===== src/rtl/median_send_pkg.sv =====
// Shared state encoding and size validation for the median-filter send path.
package median_send_pkg;

  typedef enum logic [1:0] {
    IDLE = 2'd0,
    HDR  = 2'd1,
    DATA = 2'd2
  } send_state_e;

  // Valid burst sizes are 1..max_size; callers zero-extend to 32 bits.
  function automatic logic size_ok(input logic [31:0] size, input logic [31:0] max_size);
    return (size != 32'd0) && (size <= max_size);
  endfunction

endpackage


===== src/rtl/send_beat_counter.sv =====
// Pixel beat counter: counts enabled beats, flags the final beat of a burst.
module send_beat_counter #(
  parameter int W = 6
) (
  input  logic         clk,
  input  logic         rst_n,
  input  logic         en,
  input  logic         clr,
  input  logic [W-1:0] size_samp,
  output logic [W-1:0] count,
  output logic         last
);

  localparam logic [W-1:0] ONE = {{(W-1){1'b0}}, 1'b1};

  logic [W-1:0] count_q, count_d;

  // size_samp is never zero while en can be high, so size_samp-1 cannot wrap.
  assign last  = en && (count_q == (size_samp - ONE));
  assign count = count_q;

  always_comb begin
    count_d = count_q;
    if (clr)     count_d = '0;
    else if (en) count_d = count_q + ONE;
  end

  always_ff @(posedge clk) begin
    if (!rst_n) count_q <= '0;
    else        count_q <= count_d;
  end

endmodule


===== src/rtl/burst_send_ctrl.sv =====
// Burst send controller: atomic sideband header write, then a back-pressured
// pixel stream, with back-to-back request acceptance on the final beat.
module burst_send_ctrl
  import median_send_pkg::*;
#(
  parameter int BUFF_SIZE     = 32,
  parameter int BUFF_SIZE_BIT = $clog2(BUFF_SIZE) + 1,
  parameter int N_SIDE        = 4
) (
  input  logic                     clk,
  input  logic                     rst_n,
  input  logic [BUFF_SIZE_BIT-1:0] send_buff_size,
  input  logic                     send_req,
  output logic                     send_ack,
  input  logic                     px_full,
  input  logic [N_SIDE-1:0]        side_full,
  output logic                     px_wr,
  output logic [N_SIDE-1:0]        side_wr,
  output logic                     sending,
  output logic [BUFF_SIZE_BIT-1:0] send_count,
  output logic                     send_done,
  output logic                     err_size
);

  send_state_e              state_q, state_d;
  logic [BUFF_SIZE_BIT-1:0] size_samp_q, size_samp_d;
  logic                     send_done_q, send_done_d;
  logic                     err_size_q, err_size_d;
  logic                     size_valid;
  logic                     beat_last;

  assign size_valid = size_ok(32'(send_buff_size), 32'(BUFF_SIZE));

  // Kept outside the FSM block so the counter's last flag does not loop back into it.
  assign px_wr = rst_n && (state_q == DATA) && !px_full;

  send_beat_counter #(.W(BUFF_SIZE_BIT)) u_beat_cnt (
    .clk       (clk),
    .rst_n     (rst_n),
    .en        (px_wr),
    .clr       (beat_last),
    .size_samp (size_samp_q),
    .count     (send_count),
    .last      (beat_last)
  );

  always_comb begin
    state_d     = state_q;
    size_samp_d = size_samp_q;
    send_done_d = 1'b0;
    err_size_d  = 1'b0;
    send_ack    = 1'b0;
    side_wr     = '0;
    if (rst_n) begin
      unique case (state_q)
        IDLE: begin
          if (send_req) begin
            send_ack = 1'b1;
            if (size_valid) begin
              size_samp_d = send_buff_size;
              state_d     = HDR;
            end else begin
              err_size_d = 1'b1;
            end
          end
        end
        HDR: begin
          // All sideband channels are written together or not at all.
          if (side_full == '0) begin
            side_wr = '1;
            state_d = DATA;
          end
        end
        DATA: begin
          if (beat_last) begin
            send_done_d = 1'b1;
            state_d     = IDLE;
            if (send_req) begin
              send_ack = 1'b1;
              if (size_valid) begin
                size_samp_d = send_buff_size;
                state_d     = HDR;
              end else begin
                err_size_d = 1'b1;
              end
            end
          end
        end
        default: state_d = IDLE;
      endcase
    end
  end

  always_ff @(posedge clk) begin
    if (!rst_n) begin
      state_q     <= IDLE;
      size_samp_q <= '0;
      send_done_q <= 1'b0;
      err_size_q  <= 1'b0;
    end else begin
      state_q     <= state_d;
      size_samp_q <= size_samp_d;
      send_done_q <= send_done_d;
      err_size_q  <= err_size_d;
    end
  end

  assign sending   = (state_q != IDLE);
  assign send_done = send_done_q;
  assign err_size  = err_size_q;

endmodule


===== config.mk =====
export PLATFORM = sky130hd
export DESIGN_NAME = burst_send_ctrl
export DESIGN_NICKNAME = d
export VERILOG_FILES = /design/src/rtl/median_send_pkg.sv /design/src/rtl/send_beat_counter.sv /design/src/rtl/burst_send_ctrl.sv
export SDC_FILE = /design/constraint.sdc
export NUM_CORES = 1
export LEC_CHECK = 0
export BUFFER_PORTS_ARGS = -buffer_cell sky130_fd_sc_hd__buf_2
export CAP_MARGIN = 20
export CORE_ASPECT_RATIO = 1.25
export CORE_MARGIN = 2
export CORE_UTILIZATION = 35
export DETAILED_ROUTE_END_ITERATION = 10
export SYNTH_ARGS = -nofsm -noshare
export SYNTH_HDL_FRONTEND = slang
export SYNTH_HIERARCHICAL = 1
export SYNTH_SLANG_ARGS = --single-unit

===== constraint.sdc =====
create_clock -name clk -period 4.14 [get_ports clk]
set_input_delay 0.414 -clock clk [delete_from_list [all_inputs] [get_ports clk]]
set_output_delay 0.414 -clock clk [all_outputs]
set_load 0.02 [all_outputs]

==> run_results.csv <==
group,metric,value,unit
outcome,status,"finished, final reports clean",
drt,ant_nets,0,
yosys,yosys_warnings,6,
finish,antenna_cells,0,
floorplan,die_w,49.85,microns
yosys,synth_compound_area_frac,0.1102,
finish,design_area,1094,sq um
yosys,seq_area_frac_synth,0.3483,
drt,drt-initial-drc-count,10,
placed_design,dp_cells,162,
clocking,cts_buffers,3,
yosys,synth-seq-cells,16,
worst_setup_path,cp.required,3730,ps
drt,drt_wl_total,1902,microns
job,maxCapViolCount,0,
global_route,grt_remaining_overflow,0,
drt,viasPerCell,5.024,
drt,via_count,829,
worst_setup_path,cp_slowest_cell,"dfxtp_1",
placed_design,hpwl,1529,microns
sta,slew_headroom,0.7244,
yosys,syn_area,919.6,sq um
clocking,cts_buffer_depth,2,
finish,drive_above_1_share,0.2955,
sta,fmax,367.6,MHz
yosys,muxShareOfSynthArea,0.06531,
sta,period_share,0.6571,
floorplan,initial_core_util,0.3712,
finish,areaGrowthSynthToFinish,18.91,%
yosys,synth_flop_cell,"dfxtp_1",
yosys,synth_edf_count,0,
yosys,synth_simple_gate_area_frac,0.3048,
yosys,synth_top_family_by_area,"simple AND/OR/NAND/NOR gates",
sta,fin_tns_setup,0,ps
finish,layout.nets,150,
yosys,ys_types,34,
clocking,cts_hold_buffers,0,
worst_hold_path,hp-class,"in2reg",
yosys,synth-xor-area-share,0.09524,
yosys,avgSynthCellArea,8.676,sq um
drt,met1Wirelength,811,microns
drt,wl_per_cell,11.53,microns
sta,final_hold_viol_count,0,
clocking,clk_pin_slew,90,ps
power_and_ir_drop,p_per_area,263.6,nW/um^2
global_route,grt_pass1_vias,796,
power_and_ir_drop,ir_worst_vdd,120.7,uV
clocking,h-tree-depth,1,
worst_setup_path,cp.arrival,2310,ps
worst_setup_path,path_max_fanout,5,
drt,firstDrtPassIters,6,
drt,drc,0,
yosys,synth_nets,122,
yosys,yosysTopAreaCell,"dfxtp_1",
floorplan,die-area,3056,sq um
floorplan,core_region_area,2477,sq um
placed_design,gp_congestion,0.6731,
sta,post-route-min-period,2720,ps
worst_setup_path,crit_path_start_kind,"register",
floorplan,pin_count,29,
clocking,clock_latency,280,ps
sta,worst_hold_slack,383.9,ps
power_and_ir_drop,p_total,288.3,uW
placed_design,placed_area,1071,sq um
yosys,netlist.area_leader.share,0.3483,
clocking,cts_setup_buffers,0,
sta,setup_ws,1420,ps
sta,setup_viol,0,
drt,routed-wl-met3,113,microns
yosys,synth_fa_ha_area_frac,0.02721,
worst_setup_path,cp-end-kind,"output pin",
worst_setup_path,cpMostUsedCell,"nand2b_1",
clocking,cts_tree,"done",
clocking,cts-root-buf,"clkbuf_4",
clocking,cts.sinks,16,
worst_setup_path,path_cells,"inv_1, ha_1, nand2b_1, a311o_1, a211oi_2, nand2b_1, and3_1, buf_2",
sta,worst_pin_slew,410.2,ps
placed_design,place_ws,1606,ps
global_route,grt_pass1_wl,3208,microns
global_route,grtUsageTotal,0.1394,
placed_design,io_buffers,28,
worst_setup_path,worstSetupPathType,"reg2out",
finish,finalNonFillerCells,165,
drt,top_layer_used,"met4",
yosys,async_reset_ff_frac,0,
global_route,grt_start_max_net_pins,20,
finish,fin_util,0.4414,
yosys,synth_area_leaders,"dfxtp_1 (35%), mux2i_1 (6.5%), nand2_1 (6.1%), xor2_1 (5.7%), xnor2_1 (3.8%)",
sta,rsz0062_at_grt,"no",
global_route,antenna_found_initial,0,
worst_setup_path,cp_slowest_stage_delay,430,ps
floorplan,std_cell_rows,20,
power_and_ir_drop,power.leakage,0.4936,nW
drt,met2_wirelength,964,microns
sta,finClkSkew,4.311,ps
floorplan,die_height,61.31,microns
sta,drv_slew,0,
clocking,cts_resized,0,
yosys,synth_cells,106,
worst max-delay path: cells and delay by family (launching register included):
family	cells	cell delay, ps
adders and majority gates	1	230
buffers and inverters	2	230
DFF	1	430
AOI/OAI and AO/OA	2	560
and+or+nand+nor	3	570
state kept, by name (all words and copies together), names as in the netlist:
name and flops:
size_samp_q 6, err_size 1, u_beat_cnt/count 6, state_q 2
send_done 1
report_power, final:
part	internal [mW]	switching, mW
clock network	0.0337	0.0449
registers	0.158	0.00522
logic	0.0216	0.0249
total	0.213	0.0751
per-layer routing:
metal	track usage	vias to the layer above
met5	0	-
met2	0.2705	30
met4	0.07143	0
li1	-	424
met3	0.02670	2
met1	0.1441	373
area by class of cell:
| type | count | area (sq um) |
|---|---|---|
| Multi-Input combinational cell | 82 | 554.3 |
| Fill cell | 265 | 1384 |
| Inverter | 2 | 7.507 |
| Tap cell | 33 | 41.29 |
| Sequential cell | 16 | 320.3 |
| Clock buffer | 3 | 22.52 |
| Timing Repair Buffer | 29 | 147.6 |
logic make-up after synthesis:
kind of cell / Yosys count
buf+inv: 8
fa+ha+maj: 2
xor+xnor: 10
compound gates: 15
mux: 6
simple gates: 49
flops: 16
synth_stat cells, types with 2 or more instances:
cell type,n
nor2_1,9
nand2b_1,4
nand2_1,15
o21ai_0,3
nand4_1,2
xor2_1,6
buf_4,4
mux2i_1,6
inv_1,2
nor2b_1,2
a21oi_1,5
nand3b_1,3
xnor2_1,4
ha_1,2
and3_1,2
dfxtp_1,16
clkbuf_1,2
nor3_1,3
final timing paths:
path | startpoint | cells past startpoint | end | slack [ps]
min | send_buff_size[1] | 3 | size_samp_q[1] | 380
max reg2reg | size_samp_q[0] | 9 | size_samp_q[4] | 1670
min reg2reg | size_samp_q[4] | 2 | size_samp_q[4] | 510
max | size_samp_q[0] | 8 | send_ack | 1420
placed cells by master, fill, tap and decap left out, drive strengths merged, types with 4 or more instances in the layout:
| master | n |
|---|---|
| o21ai | 4 |
| xor2 | 6 |
| buf | 29 |
| nand2b | 4 |
| nor2 | 9 |
| nand2 | 15 |
| mux2i | 6 |
| xnor2 | 4 |
| a21oi | 5 |
| dfxtp | 16 |
Note: power is estimated with default switching activity, not from simulation.
